<file path="src/rtl/des_pkg.sv">
// Shared definitions for the DES controller: register map, FSM states
// and the per-round key-rotation schedules.
package des_pkg;

  localparam int NUM_ROUNDS = 16;

  localparam logic [4:0] OFF_CTRL    = 5'h00;
  localparam logic [4:0] OFF_STATUS  = 5'h04;
  localparam logic [4:0] OFF_KEY_HI  = 5'h08;
  localparam logic [4:0] OFF_KEY_LO  = 5'h0C;
  localparam logic [4:0] OFF_DIN_HI  = 5'h10;
  localparam logic [4:0] OFF_DIN_LO  = 5'h14;
  localparam logic [4:0] OFF_DOUT_HI = 5'h18;
  localparam logic [4:0] OFF_DOUT_LO = 5'h1C;

  localparam int CTRL_START   = 0;
  localparam int CTRL_DECRYPT = 1;
  localparam int CTRL_IRQ_EN  = 2;
  localparam int STAT_BUSY    = 0;
  localparam int STAT_DONE    = 1;

  typedef enum logic [1:0] {ST_IDLE, ST_LOAD, ST_ROUND, ST_CAPTURE} state_e;

  // Listed round 15 down to round 0. Decrypt starts from C16/D16 == C0/D0,
  // so its first round does not rotate.
  localparam logic [NUM_ROUNDS-1:0][1:0] ENC_SHIFT = {
    2'd1, 2'd2, 2'd2, 2'd2, 2'd2, 2'd2, 2'd2, 2'd1,
    2'd2, 2'd2, 2'd2, 2'd2, 2'd2, 2'd2, 2'd1, 2'd1};
  localparam logic [NUM_ROUNDS-1:0][1:0] DEC_SHIFT = {
    2'd1, 2'd2, 2'd2, 2'd2, 2'd2, 2'd2, 2'd2, 2'd1,
    2'd2, 2'd2, 2'd2, 2'd2, 2'd2, 2'd2, 2'd1, 2'd0};

  function automatic logic [1:0] shift_amt(input logic dec, input logic [3:0] rnd);
    return dec ? DEC_SHIFT[rnd] : ENC_SHIFT[rnd];
  endfunction

endpackage

</file>
<file path="src/rtl/des_wb_regs.sv">
// Wishbone slave for the DES controller: address decode, one-cycle ack,
// register file and registered read data.
module des_wb_regs
  import des_pkg::*;
#(
  parameter logic [31:0] ADDR_BASE = 32'h3000_0000
) (
  input  logic        clk,
  input  logic        reset,
  input  logic        i_wb_cyc,
  input  logic        i_wb_stb,
  input  logic        i_wb_we,
  input  logic [31:0] i_wb_addr,
  input  logic [31:0] i_wb_data,
  output logic        o_wb_ack,
  output logic [31:0] o_wb_data,
  input  logic        i_busy,
  input  logic        i_capture,
  input  logic [63:0] i_dp_dout,
  output logic        o_start,
  output logic        o_decrypt,
  output logic        o_irq_en,
  output logic        o_done,
  output logic [63:0] o_key,
  output logic [63:0] o_din
);

  logic [31:0] offset, rdata, data_q, data_d;
  logic [2:0]  word;
  logic        in_range, req, wr;
  logic        ack_q, ack_d, decrypt_q, decrypt_d, irq_en_q, irq_en_d, done_q, done_d;
  logic [63:0] key_q, key_d, din_q, din_d, dout_q, dout_d;

  assign offset   = i_wb_addr - ADDR_BASE;
  assign in_range = offset < 32'd32;
  assign word     = offset[4:2];
  assign req      = i_wb_cyc && i_wb_stb && in_range && !ack_q;
  assign wr       = req && i_wb_we;
  assign o_start  = wr && word == OFF_CTRL[4:2] && i_wb_data[CTRL_START] && !i_busy;

  always_comb begin
    ack_d     = req;
    key_d     = key_q;
    din_d     = din_q;
    dout_d    = dout_q;
    decrypt_d = decrypt_q;
    irq_en_d  = irq_en_q;
    done_d    = done_q;
    rdata     = '0;
    case (word)
      OFF_CTRL[4:2]:    rdata = {29'd0, irq_en_q, decrypt_q, 1'b0};
      OFF_STATUS[4:2]:  rdata = {30'd0, done_q, i_busy};
      OFF_KEY_HI[4:2]:  rdata = key_q[63:32];
      OFF_KEY_LO[4:2]:  rdata = key_q[31:0];
      OFF_DIN_HI[4:2]:  rdata = din_q[63:32];
      OFF_DIN_LO[4:2]:  rdata = din_q[31:0];
      OFF_DOUT_HI[4:2]: rdata = dout_q[63:32];
      OFF_DOUT_LO[4:2]: rdata = dout_q[31:0];
      default:          rdata = '0;
    endcase
    data_d = (req && !i_wb_we) ? rdata : '0;
    // Operands and mode are frozen while the datapath is running.
    if (wr) begin
      case (word)
        OFF_CTRL[4:2]: if (!i_busy) begin
          decrypt_d = i_wb_data[CTRL_DECRYPT];
          irq_en_d  = i_wb_data[CTRL_IRQ_EN];
        end
        OFF_STATUS[4:2]: if (i_wb_data[STAT_DONE]) done_d = 1'b0;
        OFF_KEY_HI[4:2]: if (!i_busy) key_d[63:32] = i_wb_data;
        OFF_KEY_LO[4:2]: if (!i_busy) key_d[31:0]  = i_wb_data;
        OFF_DIN_HI[4:2]: if (!i_busy) din_d[63:32] = i_wb_data;
        OFF_DIN_LO[4:2]: if (!i_busy) din_d[31:0]  = i_wb_data;
        default: ;
      endcase
    end
    if (o_start) done_d = 1'b0;
    // Completion overrides a coincident clear.
    if (i_capture) begin
      dout_d = i_dp_dout;
      done_d = 1'b1;
    end
  end

  always_ff @(posedge clk) begin
    if (reset) begin
      ack_q     <= 1'b0;
      data_q    <= '0;
      key_q     <= '0;
      din_q     <= '0;
      dout_q    <= '0;
      decrypt_q <= 1'b0;
      irq_en_q  <= 1'b0;
      done_q    <= 1'b0;
    end else begin
      ack_q     <= ack_d;
      data_q    <= data_d;
      key_q     <= key_d;
      din_q     <= din_d;
      dout_q    <= dout_d;
      decrypt_q <= decrypt_d;
      irq_en_q  <= irq_en_d;
      done_q    <= done_d;
    end
  end

  assign o_wb_ack  = ack_q;
  assign o_wb_data = data_q;
  assign o_decrypt = decrypt_q;
  assign o_irq_en  = irq_en_q;
  assign o_done    = done_q;
  assign o_key     = key_q;
  assign o_din     = din_q;

endmodule

</file>
<file path="src/rtl/des_ctrl.sv">
// Sequences the iterative DES datapath: load, 16 rounds with the key
// rotation schedule, capture; raises a level interrupt on completion.
module des_ctrl
  import des_pkg::*;
#(
  parameter logic [31:0] ADDR_BASE = 32'h3000_0000
) (
  input  logic        clk,
  input  logic        reset,
  input  logic        i_wb_cyc,
  input  logic        i_wb_stb,
  input  logic        i_wb_we,
  input  logic [31:0] i_wb_addr,
  input  logic [31:0] i_wb_data,
  output logic        o_wb_ack,
  output logic [31:0] o_wb_data,
  output logic        o_dp_load,
  output logic        o_dp_en,
  output logic [3:0]  o_dp_round,
  output logic [1:0]  o_dp_shift,
  output logic        o_dp_decrypt,
  output logic [63:0] o_dp_key,
  output logic [63:0] o_dp_din,
  input  logic [63:0] i_dp_dout,
  output logic        o_irq
);

  state_e     state_q, state_d;
  logic [3:0] round_q, round_d;
  logic       busy, capture, start, decrypt, irq_en, done;

  assign busy    = state_q != ST_IDLE;
  assign capture = state_q == ST_CAPTURE;

  des_wb_regs #(.ADDR_BASE(ADDR_BASE)) u_regs (
    .clk       (clk),
    .reset     (reset),
    .i_wb_cyc  (i_wb_cyc),
    .i_wb_stb  (i_wb_stb),
    .i_wb_we   (i_wb_we),
    .i_wb_addr (i_wb_addr),
    .i_wb_data (i_wb_data),
    .o_wb_ack  (o_wb_ack),
    .o_wb_data (o_wb_data),
    .i_busy    (busy),
    .i_capture (capture),
    .i_dp_dout (i_dp_dout),
    .o_start   (start),
    .o_decrypt (decrypt),
    .o_irq_en  (irq_en),
    .o_done    (done),
    .o_key     (o_dp_key),
    .o_din     (o_dp_din)
  );

  always_ff @(posedge clk) begin
    if (reset) begin
      state_q <= ST_IDLE;
      round_q <= '0;
    end else begin
      state_q <= state_d;
      round_q <= round_d;
    end
  end

  // Round counter wraps back to 0 after round 15, so it idles at 0.
  always_comb begin
    state_d = state_q;
    round_d = round_q;
    case (state_q)
      ST_IDLE:  if (start) state_d = ST_LOAD;
      ST_LOAD:  begin
        state_d = ST_ROUND;
        round_d = '0;
      end
      ST_ROUND: begin
        round_d = 4'(round_q + 4'd1);
        if (round_q == 4'(NUM_ROUNDS - 1)) state_d = ST_CAPTURE;
      end
      ST_CAPTURE: state_d = ST_IDLE;
      default:    state_d = ST_IDLE;
    endcase
  end

  always_comb begin
    o_dp_load    = state_q == ST_LOAD;
    o_dp_en      = state_q == ST_ROUND;
    o_dp_round   = round_q;
    o_dp_shift   = o_dp_en ? shift_amt(decrypt, round_q) : 2'd0;
    o_dp_decrypt = decrypt;
    o_irq        = done && irq_en;
  end

endmodule

</file>
<file path="config.mk">
export PLATFORM = sky130hd
export DESIGN_NAME = des_ctrl
export DESIGN_NICKNAME = d
export VERILOG_FILES = /design/src/rtl/des_pkg.sv /design/src/rtl/des_wb_regs.sv /design/src/rtl/des_ctrl.sv
export SDC_FILE = /design/constraint.sdc
export NUM_CORES = 1
export LEC_CHECK = 0
export CORE_UTILIZATION = 24
export CTS_BUF_LIST = sky130_fd_sc_hd__clkbuf_4 sky130_fd_sc_hd__clkbuf_8 sky130_fd_sc_hd__clkbuf_16
export CTS_CLUSTER_DIAMETER = 120
export DETAILED_ROUTE_END_ITERATION = 10
export SYNTH_ARGS = -nofsm -noshare
export SYNTH_HDL_FRONTEND = slang
export SYNTH_SLANG_ARGS = --single-unit
</file>
<file path="constraint.sdc">
create_clock -name clk -period 2.3 [get_ports clk]
set_clock_uncertainty 0.2 [all_clocks]
set_input_delay 0.575 -clock clk [delete_from_list [all_inputs] [get_ports clk]]
set_output_delay 0.575 -clock clk [all_outputs]
set_load 0.1 [all_outputs]
</file>
After elaboration in Yosys (flattened, before gate mapping)
Memories as Yosys holds them, arrays and structs flattened. A register that Yosys moved wholly into a read port is not among the register bits.
Index checks and enable logic that the tools add are counted.
{ "word_totals": {"in_bits": 133, "regBits": 234, "ramBits": 0, "latchBits": 0, "word_cells": 78, "out_inout_bits": 171, "romBits": 64, "mem_count": 2} }
{ "classes": {"shifts": 0, "n_reduce_logical": 27, "n_eq_ne": 13, "n_addsub": 2, "mux": 18, "multipliers": 0, "bitwise": 2, "magnitude_cmp": 2, "n_div": 0} }
{ "mem_list": {"columns": ["name", "words", "width", "rd", "rd_ports_with_merged_regs", "write_ports", "line", "text"], "rows": [
  ["(name not given)", 16, 2, 1, 1, 0, "des_pkg.sv:34", "return dec ? DEC_SHIFT[rnd] : ENC_SHIFT[rnd];"],
  ["(name not given)", 16, 2, 1, 1, 0, "des_pkg.sv:34", null]
]} }
{ "ops": {"columns": ["operator", "n"], "rows": [
  ["$pmux W32 S8", 1],
  ["$lt A32 B6 Y1 const B", 1],
  ["$sub A32 B30 Y32 const B", 1],
  ["$reduce_and A3 Y1", 6],
  ["$mux W4", 4],
  ["$eq A3 B3 Y1 const B", 4],
  ["$mux W2", 6],
  ["$logic_and A1 B1 Y1", 9],
  ["$reduce_bool A3 Y1", 3],
  ["$pmux W2 S4", 1],
  ["$pmux W4 S2", 1],
  ["$eq A3 B2 Y1 const B", 2],
  ["$lt A4 B5 Y1 const B", 1],
  ["$mux W1", 5],
  ["$add A4 B1 Y4 const B", 1],
  ["$eq A2 B2 Y1 const B", 2],
  ["$eq A4 B4 Y1 const B", 1],
  ["$reduce_bool A2 Y1", 2],
  ["$eq A3 B1 Y1 const B", 1],
  ["$logic_not A1 Y1", 3],
  ["$logic_not A3 Y1", 1],
  ["$eq A2 B1 Y1 const B", 1],
  ["$logic_not A2 Y1", 1],
  ["$ne A2 B1 Y1 const B", 1],
  ["4 further kinds", 5]
]} }

Depth between registers and ports, before layout
Gate-level depths: netlist (run 1).
{ "logic_depth": {"ltp_word": 10, "ltp_mapped": 8, "ltp_nobuf": 7} }

By module
Synthesis (run 1) repeated with hierarchy kept, for this count alone.
{ "unflattened": {"cells_unflattened": 1006, "hier_area_um2": 10513.8} }
{ "by_module_without_submodules": {"columns": ["module", "cells_per_inst", "seq_area_each_um2", "area_per_inst_um2", "instances"], "rows": [
  ["des_wb_regs", 947, 4564.4, 9942.0, 1],
  ["des_ctrl", 59, 180.2, 571.8, 1]
]} }

Worst setup path after synthesis (run 1)
No wires, ideal clock.
{ "synth_timing": {"kind": "reg-to-output", "start": "reg state_q[0]", "end": "out o_dp_shift[0]", "path_stages_with_launch": 5, "arrival_time_ns": 2.692, "required_time_ns": 1.525, "path_buffers": 0, "path_slack_ns": -1.167, "path_cell_list": "dfxtp_1 inv_1 ha_1 inv_1 nor2_1"} }
{ "synth_between": {"elab_chain_cells": 2} }
{ "synth_rtl": {"columns": ["element", "line", "text"], "rows": [
  ["start: declaration", "des_ctrl.sv:28", "state_e state_q, state_d;"],
  ["start signal: assignment", "des_ctrl.sv:61", "state_q <= state_d;"],
  ["$eq A2 B2 Y1", "des_ctrl.sv:87", "o_dp_en = state_q == ST_ROUND;"],
  ["net o_dp_en", "des_ctrl.sv:18", "output logic o_dp_en,"],
  ["$mux W2", "des_ctrl.sv:89", "o_dp_shift = o_dp_en ? shift_amt(decrypt, round_q) : 2'd0;"],
  ["end: declaration", "des_ctrl.sv:20", "output logic [1:0] o_dp_shift,"]
]} }
The timed path passes the listed nets, and every way through them passes these cells.

Worst setup path after layout (run 1)
{ "layout_timing": {"start": "reg state_q[0]", "end": "out o_dp_shift[0]"} }
{ "layout_between": {"elab_chain_cells": 2} }
{ "layout_rtl": {"columns": ["element", "line"], "rows": [
  ["$eq A2 B2 Y1", "des_ctrl.sv:87"],
  ["$mux W2", "des_ctrl.sv:89"]
]} }
No other way between the ends.

==> results of run 1 <==
-- tightest hold or removal path, stage by stage --
cell	delay, ns
buf_6	0.11
a21o_1	0.18
nor2b_1	0.06
-- state kept, by name, summed over array words and instances, names as in the netlist, named ones only --
name / cells
u_regs.o_irq_en: 1
state_q: 2
u_regs.o_wb_data: 32
o_dp_round: 4
u_regs.o_key: 64
u_regs.dout_q: 64
u_regs.o_din: 64
u_regs.o_decrypt: 1
u_regs.o_done: 1
u_regs.o_wb_ack: 1
-- cells in the final DEF (no fill, tap or decap), types with 3 or more instances in the layout --
master,synthesis,layout
a31oi_1,31,31
dfxtp_1,237,231
clkbuf_4,0,4
buf_6,3,4
mux2i_1,199,194
dfxtp_2,0,4
bufinv_16,0,4
a21oi_1,4,3
buf_12,0,62
nor3_1,6,5
clkbuf_8,0,9
nor2b_1,5,4
clkbuf_16,0,35
inv_1,12,10
and2_2,0,3
nand2_1,11,11
dlymetal6s2s_1,0,12
nor4b_4,4,4
nor2_1,204,203
a22oi_1,87,87
buf_4,12,158
o21ai_0,6,6
clkdlybuf4s50_1,0,102
nand3_1,4,4
xnor2_1,3,3
mux2i_2,0,5
dlygate4sd2_1,0,14
nor4_4,6,6
-- power breakdown --
group | switching, mW | internal [mW]
logic | 0.453 | 0.374
clock network | 1.83 | 3.09
registers | 0.0204 | 4.13
-- metal layers --
metal	wire length, um	part of all wire	up-vias
met4	958	0.028	0
met2	16600	0.48	312
met5	0	0	-
met1	15000	0.43	3963
met3	2240	0.064	57
li1	-	-	3928
-- kinds of logic (layout without fill, tap and decap cells) --
| kind of cell | count (synthesis) | after routing | synth area share |
|---|---|---|---|
| compound gates | 140 | 140 | 0.106 |
| flops | 237 | 237 | 0.500 |
| mux | 200 | 200 | 0.211 |
| buf+inv | 80 | 426 | 0.0391 |
| fa+ha+maj | 5 | 5 | 0.00660 |
| simple gates | 257 | 257 | 0.132 |
| xor+xnor | 5 | 5 | 0.00462 |
-- what timing repair did --
item                                    4_1_cts  5_1_grt
pin swaps                                    11       12
gates cloned                                  1        6
gates resized for setup                      28       26
buffers inserted                              6        1
hold buffers                                  0        0
endpoints found under the setup margin      151      125
-- metrics by stage --
stage	power [mW]	hold WS, ns	cells	utilization
2_1_floorplan	4.58	0.239	924	-
3_3_place_gp	5.06	0.274	1724	0.350
3_5_place_dp	5.07	0.277	1724	0.350
4_1_cts	10.0	0.180	1782	0.379
5_1_grt	10.2	0.231	1788	0.385
6_report	9.90	0.207	1788	0.385
-- cell type report --
class | count | area [sq um]
inverter | 12 | 45.0
clock buffer | 42 | 880
sequential | 237 | 4760
clock inverter | 10 | 164
tap | 518 | 648
timing repair buffer | 362 | 3980
multi-input combinational | 607 | 4450
fill | 3789 | 23900
-- path summary, 6_finish.rpt --
check,depth (start not counted),endpoint,slack [ns],startpoint
setup / recovery,5,o_dp_shift[0],0.05,state_q[0]
hold / removal,3,o_dp_round[3],0.21,reset
setup reg to reg,9,u_regs.o_din[16],0.09,state_q[1]
hold reg to reg,2,u_regs.o_wb_data[0],0.29,u_regs.dout_q[0]
==> metrics.md, run 1 <==
| Metric | Value |
|---|---|
| Status | `finished, final reports clean` |
| Worst slack at placement | `-0.738 ns` |
| CP delay by family, top | `flip-flops` |
| PD cells | `663 nW/um^2` |
| IO Pins | `304` |
| Design area | `14900 sq um` |
| DIE AREA | `40300 sq um` |
| Final slew viol count | `0` |
| Die width | `201 um` |
| # DRC | `0` |
| Placed Area | `13600 sq um` |
| Crit path largest cell delay | `0.32 ns` |
| Ranking of synthesized cells by area | `dfxtp_1 50%, mux2i_1 21%, nor2_1 8.1%, a22oi_1 6.9%, a31oi_1 2.0%` |
| Critical Path Start Type | `register` |
| Most frequent CP cell | `inv_2` |
| Antenna violations before repair | `0` |
| Area Overhead vs Synth | `57.5%` |
| Crit-path slowest cell | `dfxtp_2` |
| Unique cell type count in the Yosys netlist | `43` |
| M1 GR Usage | `0.212` |
| Detailed-route wire length | `34800 um` |
| Post-DP HPWL | `22800 um` |
| Slew @ Worst Pin | `0.582 ns` |
| Main flop type after synthesis | `dfxtp_1` |
| Layout cells sized above 1 | `0.257` |
| GR Util met3 | `0.0343` |
| Syn nets | `1062` |
| Setup TNS | `0 ns` |
| Seq cells post-synth | `237` |
| Worst min path class | `input pin to register` |
| Tot GR Track Use | `0.164` |
| Die height | `201 um` |
| M2 GR Usage | `0.272` |
| Root Driver | `clkbuf_16` |
| Syn Area/Cell | `10.3 sq um` |
| Worst Path Arrival | `1.48 ns` |
| Number of routed nets with antenna violations | `0` |
| Fin crit period | `2.25 ns` |
| Synth Cell Area | `9480 sq um` |
| Routed via count | `8260` |
| Largest fanout on the critical path | `4` |
| Number of buffers created by CTS | `29` |
| Top cells by count, synth | `237 x dfxtp_1, 204 x nor2_1, 199 x mux2i_1, 87 x a22oi_1, 49 x clkbuf_1` |
| Max-Slew Margin vs Limit | `0.612` |
| Rows | `72` |
| Post-Syn Instances | `924` |
| Violation count after the first detailed-route iteration | `356` |
| WP data required | `1.52 ns` |
| WS Path Type | `register to output pin` |
| CTS tree | `built` |
| First-pass GRT wire length | `51300 um` |
| Count leader, synth | `dfxtp_1` |
| Worst setup EP type | `output pin` |
| Unrepaired setup endpoints after global routing | `true` |
| # port buffers | `301` |
| Critical path buffers and inverters | `3` |
| Min setup slack post-route | `0.0465 ns` |
| Initial core utilization | `0.244` |
| Nets | `1387` |
| Area leader, netlist | `dfxtp_1` |
| Register area share after synthesis | `0.500` |
| GPL Wtd Cong | `0.813` |
| Async SR Flop Fraction | `0` |
| EDFF count, synth | `0` |
| Final Hold Viols | `0` |
| Clock transition at path regs | `0.06 ns` |
| GRT Max-Usage Layer | `met2` |
| Final setup viols | `0` |
| Syn. warnings | `0` |
| Worst-case vdd ir drop | `392 uV` |
| CORE AREA | `38800 sq um` |
| Pleak | `5.45 nW` |
| Clk sinks | `237` |
| Max-cap viol count | `0` |
| # H-tree levels | `1` |
| Clock Latency Late Sink | `0.57 ns` |
| Largest net degree at the start of global routing | `117` |
| Drt first pass iters | `5` |
| Vias in the first global route | `8321` |
| Critical-path cell list | `inv_2 -> ha_4 -> inv_2 -> nor2_4 -> buf_12` |
| Routed length per placed instance | `19.4 um` |
| Bufs on Longest Clock Path | `3` |
| F_max | `444 MHz` |
| Diode count | `0` |
| Final Cycle Share | `0.980` |
| Via/cell ratio | `4.62` |
| Top-area cell type share of the netlist area | `0.500` |
| Grt ovf | `0` |
(Power assumes the default switching activity.)
==> inputs of run 2 (changes only) <==
--- a/config.mk
+++ b/config.mk
@@ -9,6 +9,7 @@
 export CTS_BUF_LIST = sky130_fd_sc_hd__clkbuf_4 sky130_fd_sc_hd__clkbuf_8 sky130_fd_sc_hd__clkbuf_16
 export CTS_CLUSTER_DIAMETER = 120
 export DETAILED_ROUTE_END_ITERATION = 10
+export GPL_ROUTABILITY_DRIVEN = 0
 export SYNTH_ARGS = -nofsm -noshare
 export SYNTH_HDL_FRONTEND = slang
 export SYNTH_SLANG_ARGS = --single-unit
==> results of run 2 <==
No change in the layout: final DEF, timing and power equal those of run 1.
